$ cat config.mk
export PLATFORM = sky130hd
export DESIGN_NAME = enc_8to3_arb_flat
export DESIGN_NICKNAME = d
export VERILOG_FILES = /design/src/rtl/enc_8to3_arb_if.sv /design/src/rtl/enc_8to3_arb.sv /design/src/flat_wrapper.sv
export SDC_FILE = /design/constraint.sdc
export NUM_CORES = 1
export LEC_CHECK = 0
export BUFFER_PORTS_ARGS = -buffer_cell sky130_fd_sc_hd__buf_4
export CAP_MARGIN = 10
export CELL_PAD_IN_SITES_DETAIL_PLACEMENT = 1
export CELL_PAD_IN_SITES_GLOBAL_PLACEMENT = 1
export CORE_MARGIN = 8
export CORE_UTILIZATION = 35
export CTS_BUF_LIST = sky130_fd_sc_hd__clkbuf_4
export DETAILED_ROUTE_END_ITERATION = 7
export GPL_TIMING_DRIVEN = 0
export PLACE_DENSITY = 0.79
export SLEW_MARGIN = 20
export SYNTH_ARGS = -nofsm -noshare
export SYNTH_HDL_FRONTEND = slang
export SYNTH_SLANG_ARGS = --single-unit
$ cat constraint.sdc
create_clock -name clk -period 3.7 [get_ports clk]
set_input_delay 0.74 -clock clk [delete_from_list [all_inputs] [get_ports clk]]
set_output_delay 0.74 -clock clk [all_outputs]
set_load 0.02 [all_outputs]
$ cat src/rtl/enc_8to3_arb_if.sv
// enc_8to3_arb_if: request/grant bus of the 8-to-3 encoder-arbiter.
// The slave modport is the arbiter side, the master modport is the requester/consumer side.
interface enc_8to3_arb_if;
  logic [7:0] req_in;
  logic       out_ready;
  logic       out_valid;
  logic [2:0] out_idx;
  logic [7:0] pending;
  logic       busy;

  modport slave (
    input  req_in,
    input  out_ready,
    output out_valid,
    output out_idx,
    output pending,
    output busy
  );

  modport master (
    output req_in,
    output out_ready,
    input  out_valid,
    input  out_idx,
    input  pending,
    input  busy
  );
endinterface

$ cat src/rtl/enc_8to3_arb.sv
// enc_8to3_arb: collects request pulses from eight sources into sticky
// pending bits and serialises them into 3-bit indices over valid/ready.
// Build option ENC_ROUND_ROBIN_EN: rotating scan starting after the last
// grant (starvation-free). Undefined: fixed priority, lowest index wins.
module enc_8to3_arb (
  input  logic          clk,
  input  logic          reset_n,
  enc_8to3_arb_if.slave bus
);

  logic [7:0] pend_q, pend_d;
  logic       out_valid_q, out_valid_d;
  logic [2:0] out_idx_q, out_idx_d;
  logic [7:0] scan;
  logic [2:0] sel_off;
  logic [2:0] sel;
  logic       sel_hit;
  logic       load;
  logic       grant;
  logic [7:0] clr_mask;

`ifdef ENC_ROUND_ROBIN_EN
  logic [2:0] ptr_q, ptr_d;

  // Rotate pending so that scan[0] is the bit at the rotate pointer.
  always_comb begin
    scan = '0;
    for (int i = 0; i < 8; i++) begin
      scan[i] = pend_q[ptr_q + 3'(i)];
    end
  end

  // Undo the rotation to get the absolute index.
  always_comb sel = ptr_q + sel_off;

  // Pointer moves just past the granted index so it gets lowest priority next.
  always_comb ptr_d = grant ? sel + 3'd1 : ptr_q;

  // Rotate pointer register.
  always_ff @(posedge clk) begin
    if (!reset_n) ptr_q <= '0;
    else          ptr_q <= ptr_d;
  end
`else
  // Fixed priority: scan pending in natural order.
  always_comb scan = pend_q;

  // No rotation to undo.
  always_comb sel = sel_off;
`endif

  // Lowest set bit of the scan vector; descending loop lets the lowest win.
  always_comb begin
    sel_off = '0;
    for (int i = 7; i >= 0; i--) begin
      if (scan[i]) sel_off = 3'(i);
    end
  end

  // Load the output stage when it is empty or being accepted this cycle.
  always_comb begin
    sel_hit  = |pend_q;
    load     = !out_valid_q || bus.out_ready;
    grant    = load && sel_hit;
    clr_mask = grant ? (8'b1 << sel) : 8'b0;
  end

  // Next state; a fresh request on the bit being cleared keeps it set.
  always_comb begin
    pend_d      = (pend_q & ~clr_mask) | bus.req_in;
    out_valid_d = load ? sel_hit : out_valid_q;
    out_idx_d   = grant ? sel : out_idx_q;
  end

  // State registers; requests seen during reset are dropped.
  always_ff @(posedge clk) begin
    if (!reset_n) begin
      pend_q      <= '0;
      out_valid_q <= 1'b0;
      out_idx_q   <= '0;
    end else begin
      pend_q      <= pend_d;
      out_valid_q <= out_valid_d;
      out_idx_q   <= out_idx_d;
    end
  end

  assign bus.out_valid = out_valid_q;
  assign bus.out_idx   = out_idx_q;
  assign bus.pending   = pend_q;
  assign bus.busy      = (|pend_q) | out_valid_q;

endmodule

$ cat src/flat_wrapper.sv
// flat-port wrapper written by rule: the top's interface ports become plain ports
module enc_8to3_arb_flat 
  (clk, reset_n, bus_req_in, bus_out_ready, bus_out_valid, bus_out_idx, bus_pending, bus_busy);
  enc_8to3_arb_if bus_i ();
  input  logic clk;
  input  logic reset_n;
  input wire logic [$bits(bus_i.req_in)-1:0] bus_req_in;
  input wire logic [$bits(bus_i.out_ready)-1:0] bus_out_ready;
  output wire logic [$bits(bus_i.out_valid)-1:0] bus_out_valid;
  output wire logic [$bits(bus_i.out_idx)-1:0] bus_out_idx;
  output wire logic [$bits(bus_i.pending)-1:0] bus_pending;
  output wire logic [$bits(bus_i.busy)-1:0] bus_busy;
  assign bus_i.req_in = bus_req_in;
  assign bus_i.out_ready = bus_out_ready;
  assign bus_out_valid = bus_i.out_valid;
  assign bus_out_idx = bus_i.out_idx;
  assign bus_pending = bus_i.pending;
  assign bus_busy = bus_i.busy;
  enc_8to3_arb u_core (.clk(clk), .reset_n(reset_n), .bus(bus_i));
endmodule
==> results.json, run 1 <==
{
  "status": "completed",
  "yosysUniqueCellTypes": 25,
  "syn_nets": 71,
  "dp_hpwl_um": 1240,
  "clkSlewWorstSetupHoldPaths_ns": 0.07,
  "final_cells": 102,
  "cts_tree": "built",
  "stdcell_area_um2": 741,
  "drc": 0,
  "tightestPinTransition_ns": 0.651,
  "fin_crit_sh": 0.699,
  "report.final.setup_viol": 0,
  "grt_pass1_wl_um": 2450,
  "cts_sinks": 12,
  "netlist.area_leader.share": 0.457,
  "die_w_um": 54.8,
  "ant_nets": 0,
  "startpoint_type": "flop",
  "grt_usage": 0.110,
  "slowest_stage": "or4_4",
  "final_nets": 99,
  "hold_path_depth": 2,
  "core.rowCount": 14,
  "cts_setup_buffers": 0,
  "root_buffer": "clkbuf_4",
  "vias_per_cell": 5.56,
  "placedCellCount": 99,
  "routed_wl_um": 1540,
  "core_um2": 1450,
  "numPortBuffers": 23,
  "yosysWarnings": 0,
  "gp_congestion": 0.763,
  "grt_pass1_vias": 541,
  "rsz0062_at_grt": "false",
  "cp_cell_sequence": "or4_4 > or3_2 > buf_4",
  "vias": 567,
  "insertion_delay_ns": 0.26,
  "tns_ns": 0,
  "layout.cells.most_common": "buf_4",
  "r2r_end": "u_core.bus.pending[4]$_SDFF_PN0_",
  "max_freq_mhz": 386,
  "ir_drop_uv": 194,
  "timing.slew.headroom": 0.566,
  "grt_max_degree": 11,
  "endpoint_kind": "output port",
  "fin_hold_ws_ns": 0.471,
  "avgSynthCellArea_um2": 8.76,
  "static-leakage-power_nw": 0.317,
  "synth_area_leaders": "dfxtp_1 46%, o21ai_0 6.7%, o21a_1 5.7%",
  "hold_violations": 0,
  "antenna_found_initial": 0,
  "synth_area_um2": 526,
  "synth_top_flop_cell": "dfxtp_1",
  "drive_above_1_share": 0.337,
  "min_path_type": "flop to flop",
  "dr.first_iter.drc_count": 6,
  "globalRouteMet2Util": 0.174,
  "first_pass_iters": 4,
  "max_stage_delay_ns": 0.59,
  "worstPathRequired_ns": 2.96,
  "power.density_nw_per_um2": 405,
  "grtUsageMet1": 0.132,
  "fin_crit_ns": 2.59,
  "diodes": 0,
  "met3_usage": 0.0380,
  "crit_start": "u_core.bus.pending[3]$_SDFF_PN0_",
  "ctsResizeCount": 0,
  "cts_buffers": 3,
  "initial_core_util": 0.361,
  "r2r_start": "u_core.bus.pending[3]$_SDFF_PN0_",
  "worstSetupPathType": "flop to output port",
  "synthCells": 60,
  "final-max-slew-violation-count": 0,
  "worstSetupEndpoint": "bus_busy",
  "post_drt_wl_per_cell_um": 15.1,
  "synth_seq_cells": 12,
  "mostFrequentLayoutCells": "23 x buf_4, 12 x dfxtp_1, 7 x o21ai_0",
  "finalPower_mw": 0.300,
  "yosys.area.top_type": "dfxtp_1",
  "ios": 24,
  "fin_skew_ns": 0.000280,
  "postSynth.asyncResetShare": 0,
  "dieArea_um2": 3000,
  "reg2reg_depth": 3,
  "ys_seq_area_frac": 0.457,
  "top_usage_layer": "met2",
  "worstPathArrival_ns": 1.85,
  "max-cap-violations": 0,
  "fp.dieH_um": 54.8,
  "h-tree-depth": 1,
  "r2r_setup_slack_ns": 2.08,
  "grt_overflow": 0,
  "clock_path_buffers": 2,
  "crit_fanout": 6,
  "area_growth_pct": 41.0,
  "synth-edff-count": 0,
  "dpl_cell_area_um2": 718,
  "ctsHoldBuffers": 0
}
## per-stage QoR
step                worst slack [ns]  utilization
floorplan                       1.47            -
global placement                1.42        0.494
detailed placement              1.41        0.494
CTS                             1.11        0.509
global route                    1.06        0.509
finish                          1.11        0.509
## layer usage
metal	part of all wire	vias up
met3	0.082	2
met4	0.0058	0
met2	0.48	16
li1	-	279
met5	0	-
met1	0.43	270
## critical path, delay by kind of cell, from the launching register on
| family | cells | cell delay, ns |
|---|---|---|
| buffers and inverters | 1 | 0.17 |
| and+or+nand+nor | 2 | 1.05 |
| DFF | 1 | 0.36 |
## logic make-up after synthesis
logic type,share of synthesized area
AO/OA/AOI/OAI,0.298
flip-flops,0.457
buffers and inverters,0.0286
AND/OR/NAND/NOR,0.217
## worst min path at each step
stage | from | endpoint
floorplan | u_core.bus.out_idx[0]$_SDFFE_PN0P_ | u_core.bus.out_idx[0]$_SDFFE_PN0P_
global route | u_core.bus.out_idx[2]$_SDFFE_PN0P_ | u_core.bus.out_idx[2]$_SDFFE_PN0P_
finish | u_core.bus.out_idx[0]$_SDFFE_PN0P_ | u_core.bus.out_idx[0]$_SDFFE_PN0P_
CTS | u_core.bus.out_idx[0]$_SDFFE_PN0P_ | u_core.bus.out_idx[0]$_SDFFE_PN0P_
detailed placement | u_core.bus.out_idx[0]$_SDFFE_PN0P_ | u_core.bus.out_idx[0]$_SDFFE_PN0P_
global placement | u_core.bus.out_idx[0]$_SDFFE_PN0P_ | u_core.bus.out_idx[0]$_SDFFE_PN0P_
## synth_stat cells (all sizes together) (2+ instances only)
library cell / count
nor4: 2
o21a: 4
a21oi: 5
dfxtp: 12
nand2b: 2
or3: 2
o21ai: 7
nor2b: 2
nor3: 2
inv: 3
nor2: 5
or4: 2
a31oi: 2
## flip-flops by register name, indices dropped and copies added (netlist names)
| name | count |
|---|---|
| u_core.bus.out_idx | 3 |
| u_core.bus.out_valid | 1 |
| u_core.bus.pending | 8 |
## power breakdown
part	internal (mW)	total [mW]	switching, mW
logic	0.0343	0.0725	0.0382
clock network	0.0376	0.0767	0.0391
registers	0.139	0.151	0.0117
## layout make-up
type	count	area, um^2
clock buffers	3	22.5
multi-input cells	44	270
fillers	184	713
repair buffers	23	173
well taps	16	20.0
inverters	3	11.3
plain buffers	1	3.75
flip-flops and latches	12	240
(Power assumes the default switching activity.)
==> run 2, diff against run 1 <==
--- a/config.mk
+++ b/config.mk
@@ -9,12 +9,13 @@
 export CAP_MARGIN = 10
 export CELL_PAD_IN_SITES_DETAIL_PLACEMENT = 1
 export CELL_PAD_IN_SITES_GLOBAL_PLACEMENT = 1
+export CORE_ASPECT_RATIO = 1.25
 export CORE_MARGIN = 8
-export CORE_UTILIZATION = 35
+export CORE_UTILIZATION = 30
 export CTS_BUF_LIST = sky130_fd_sc_hd__clkbuf_4
 export DETAILED_ROUTE_END_ITERATION = 7
 export GPL_TIMING_DRIVEN = 0
-export PLACE_DENSITY = 0.79
+export PLACE_DENSITY = 0.72
 export SLEW_MARGIN = 20
 export SYNTH_ARGS = -nofsm -noshare
 export SYNTH_HDL_FRONTEND = slang
==> constraint.sdc (replaced) <==
create_clock -name clk -period 2.2 [get_ports clk]
set_input_delay 0.44 -clock clk [delete_from_list [all_inputs] [get_ports clk]]
set_output_delay 0.44 -clock clk [all_outputs]
set_load 0.02 [all_outputs]
==> run 2 against run 1 <==
Power is 72% higher. Sequential cell count did not move. Worst setup slack got worse by 1.0 ns. Routed wire length increased by 2.1%. First-iteration DRC count down 17%. Clock skew up 0.00074 ns. Sequential power rose by 69%. Final cell count grew 3.9%. Largest cell class unchanged.
==> results.json, run 2 (same netlist as run 1, synthesis figures left out) <==
{
  "fin_skew_ns": 0.00102,
  "die_w_um": 53.4,
  "grt_pass1_wl_um": 2660,
  "status": "completed",
  "hp-start": "bus_req_in[2]",
  "rsz0062_at_grt": "false",
  "max-cap-violations": 0,
  "worstPathArrival_ns": 1.69,
  "final_nets": 100,
  "finalWorstSetupSlack_ns": 0.0722,
  "core_um2": 1700,
  "pre_cts_slack_ns": 0.212,
  "clkSlewWorstSetupHoldPaths_ns": 0.07,
  "grt_pass1_vias": 625,
  "largest_reg_flops": 8,
  "vias": 574,
  "dr.first_iter.drc_count": 5,
  "max_freq_mhz": 470,
  "grt_usage": 0.101,
  "cts_tree": "built",
  "static-leakage-power_nw": 0.327,
  "antenna_found_initial": 0,
  "ant_nets": 0,
  "drc": 0,
  "drive_above_1_share": 0.391,
  "grt_max_degree": 11,
  "mostFrequentLayoutCells": "23 x buf_4, 9 x dfxtp_1, 7 x o21ai_0",
  "min_path_type": "input pin to flop",
  "tightestPinTransition_ns": 0.629,
  "routed_wl_um": 1580,
  "dieArea_um2": 3360,
  "crit_start": "u_core.bus.pending[2]$_SDFF_PN0_",
  "dp_hpwl_um": 1220,
  "startpoint_type": "flop",
  "layout.cells.most_common": "buf_4",
  "report.final.setup_viol": 0,
  "vias_per_cell": 5.42,
  "fp.dieH_um": 62.8,
  "insertion_delay_ns": 0.27,
  "fin_crit_ns": 2.13,
  "power.density_nw_per_um2": 672,
  "root_buffer": "clkbuf_4",
  "fin_crit_sh": 0.967,
  "clock_path_buffers": 2,
  "grt_overflow": 0,
  "endpoint_kind": "output port",
  "timing.slew.headroom": 0.581,
  "first_pass_iters": 3,
  "h-tree-depth": 1,
  "worstPathRequired_ns": 1.76,
  "core.rowCount": 17,
  "crit_fanout": 6,
  "ir_drop_uv": 327,
  "r2r_start": "u_core.bus.pending[2]$_SDFF_PN0_",
  "tns_ns": 0,
  "cts_sinks": 12,
  "hold_violations": 0,
  "initial_core_util": 0.309,
  "diodes": 0,
  "gp_congestion": 0.756,
  "post_drt_wl_per_cell_um": 14.9,
  "cts_buffers": 3,
  "numPortBuffers": 23,
  "worstSetupPathType": "flop to output port",
  "ios": 24,
  "area_growth_pct": 46.4,
  "final-max-slew-violation-count": 0
}
run 2: what timing repair did:
action                     4_1_cts  5_1_grt
setup buffers                    1        0
resized for setup                7        0
setup endpoints to repair        1        0
hold buffers                     0        0
run 2: critical path, cell delays in order (launching register included):
cell and delay (ns):
dfxtp_4 0.36, or4_4 0.54, or3_4 0.38, buf_6 0.14
run 2: area by class of cell:
| type | instances | area [um^2] |
|---|---|---|
| sequential | 12 | 246 |
| buffer | 1 | 3.75 |
| timing repair buffer | 24 | 184 |
| inverter | 3 | 11.3 |
| multi-input combinational | 44 | 278 |
| fill | 214 | 932 |
| clock buffer | 3 | 22.5 |
| tap | 19 | 23.8 |
run 2: worst paths after layout:
check,end,slack (ns),depth (start not counted)
worst max-delay path,bus_busy,0.07,3
worst max register to register,u_core.bus.pending[4]$_SDFF_PN0_,0.49,4
worst min-delay path,u_core.bus.pending[2]$_SDFF_PN0_,0.37,2
worst min register to register,u_core.bus.out_idx[0]$_SDFFE_PN0P_,0.47,2
run 2: layer usage:
metal,GRT usage,routed length (um),up-vias
met5,0,0,-
met4,0.0570,29,0
met3,0.0357,105,4
met2,0.162,778,13
met1,0.109,661,275
li1,-,-,282
run 2: stage by stage:
step	util	area (um^2)	power (mW)	instances	hold slack, ns
6_report	0.452	769	0.517	106	0.372
5_1_grt	0.452	769	0.542	106	0.375
4_1_cts	0.452	769	0.523	106	0.372
3_5_place_dp	0.424	722	0.383	102	0.464
3_3_place_gp	0.424	722	0.381	102	0.457
2_1_floorplan	-	526	0.324	60	0.540
run 2: power breakdown:
| group | total [mW] | leakage (nW) | switching, mW | internal, mW |
|---|---|---|---|---|
| clock network | 0.135 | 0.0138 | 0.0717 | 0.0633 |
| registers | 0.255 | 0.101 | 0.0203 | 0.235 |
| logic | 0.127 | 0.212 | 0.0651 | 0.0619 |
| total | 0.517 | 0.327 | 0.157 | 0.360 |
==> run 3, diff against run 2 <==
--- a/config.mk
+++ b/config.mk
@@ -16,6 +16,7 @@
 export DETAILED_ROUTE_END_ITERATION = 7
 export GPL_TIMING_DRIVEN = 0
 export PLACE_DENSITY = 0.72
+export SETUP_SLACK_MARGIN = 0.15
 export SLEW_MARGIN = 20
 export SYNTH_ARGS = -nofsm -noshare
 export SYNTH_HDL_FRONTEND = slang
==> run 3 against run 2 <==
Non-clock buffer count increased by 4. Combinational power up 10%. Clock power is essentially flat. Via count increased by 2.3%. Highest routed layer unchanged. Largest power group unchanged. Critical endpoint unchanged. Utilization up 2.1 points. Cell area grew 4.7%. Worst setup slack better by 0.019 ns.
==> results.json, run 3 (same netlist as run 1, synthesis figures left out) <==
{
  "crit_start": "u_core.bus.pending[7]$_SDFF_PN0_",
  "fin_crit_sh": 0.959,
  "layout.cells.most_common": "buf_4",
  "cp_cell_sequence": "or4_4 > or3_4 > buf_6",
  "dr.first_iter.drc_count": 6,
  "crit_fanout": 2,
  "power.density_nw_per_um2": 653,
  "pre_cts_slack_ns": 0.212,
  "worstSetupPathType": "flop to output port",
  "cts_sinks": 12,
  "ios": 24,
  "grt_overflow": 0,
  "core_um2": 1700,
  "placedCellCount": 102,
  "r2r_start": "u_core.bus.pending[2]$_SDFF_PN0_",
  "tightestPinTransition_ns": 0.645,
  "antenna_found_initial": 0,
  "hold_violations": 0,
  "min_path_type": "input pin to flop",
  "clkSlewWorstSetupHoldPaths_ns": 0.07,
  "die_w_um": 53.4,
  "grt_pass1_wl_um": 2740,
  "worstPathArrival_ns": 1.67,
  "first_pass_iters": 4,
  "finalPower_mw": 0.527,
  "dieArea_um2": 3360,
  "max_freq_mhz": 474,
  "finalWorstSetupSlack_ns": 0.0911,
  "fin_hold_ws_ns": 0.371,
  "numPortBuffers": 23,
  "root_buffer": "clkbuf_4",
  "grt_usage": 0.104,
  "report.final.setup_viol": 0,
  "drc": 0,
  "core.rowCount": 17,
  "insertion_delay_ns": 0.27,
  "routed_wl_um": 1660,
  "vias": 587,
  "mostFrequentLayoutCells": "27 x buf_4, 8 x dfxtp_1, 7 x o21ai_0",
  "fin_skew_ns": 0.000848,
  "hp-start": "bus_req_in[2]",
  "grt_max_degree": 11,
  "worstPathRequired_ns": 1.76,
  "status": "completed",
  "grt_pass1_vias": 634,
  "cts_tree": "built",
  "largest_reg_flops": 8,
  "tns_ns": 0,
  "clock_path_buffers": 2,
  "drive_above_1_share": 0.429,
  "max_stage_delay_ns": 0.54,
  "rsz0062_at_grt": "true",
  "final_cells": 110,
  "slowest_stage": "or4_4",
  "fin_crit_ns": 2.11,
  "cts_buffers": 3,
  "startpoint_type": "flop",
  "timing.slew.headroom": 0.570,
  "final_nets": 104,
  "static-leakage-power_nw": 0.347,
  "max-cap-violations": 0,
  "dp_hpwl_um": 1220,
  "gp_congestion": 0.756,
  "endpoint_kind": "output port",
  "ant_nets": 0,
  "area_growth_pct": 53.3,
  "diodes": 0,
  "post_drt_wl_per_cell_um": 15.1,
  "fp.dieH_um": 62.8,
  "ir_drop_uv": 328,
  "vias_per_cell": 5.34,
  "final-max-slew-violation-count": 0,
  "h-tree-depth": 1,
  "initial_core_util": 0.309
}
==> run 3: report_power, final <==
group | switching [mW] | total (mW) | internal (mW)
sequential | 0.0172 | 0.251 | 0.234
clock | 0.0719 | 0.135 | 0.0634
combinational | 0.0709 | 0.140 | 0.0690
==> run 3: per-stage QoR <==
stage          utilization  cell area [um^2]
5_1_grt              0.474               806
6_report             0.474               806
3_3_place_gp         0.424               722
3_5_place_dp         0.424               722
4_1_cts              0.474               806
2_1_floorplan            -               526
==> run 3: timing repair <==
item	CTS	global route
pin swaps	3	0
endpoints found under the setup margin	1	1
buffers inserted	5	0
hold buffers	0	0
resized for setup	10	0
==> run 3: worst paths after layout <==
| kind | end | cells past startpoint | slack (ns) |
|---|---|---|---|
| worst max-delay path | bus_busy | 3 | 0.09 |
| worst min-delay path | u_core.bus.pending[2]$_SDFF_PN0_ | 2 | 0.37 |
| worst max register to register | u_core.bus.pending[4]$_SDFF_PN0_ | 4 | 0.51 |
| worst min register to register | u_core.bus.out_idx[0]$_SDFFE_PN0P_ | 2 | 0.47 |
==> run 3: critical path: cells and delay by family (launching register included) <==
family	cells	cell delay, ns
AND/OR/NAND/NOR	2	0.92
buffers and inverters	1	0.14
flip-flops	1	0.35
==> run 3: final cells by class <==
| class | instances | area, um^2 |
|---|---|---|
| fillers | 216 | 896 |
| clock buffers | 3 | 22.5 |
| flip-flops and latches | 12 | 253 |
| repair buffers | 28 | 214 |
| inverters | 3 | 11.3 |
| plain buffers | 1 | 3.75 |
| well taps | 19 | 23.8 |
| multi-input cells | 44 | 278 |
==> run 3: metal layers <==
| metal | up-vias | part of all wire | track usage |
|---|---|---|---|
| li1 | 291 | - | - |
| met1 | 276 | 0.42 | 0.113 |
| met2 | 16 | 0.49 | 0.168 |
| met3 | 4 | 0.070 | 0.0357 |
| met4 | 0 | 0.022 | 0.0570 |
| met5 | - | 0 | 0 |
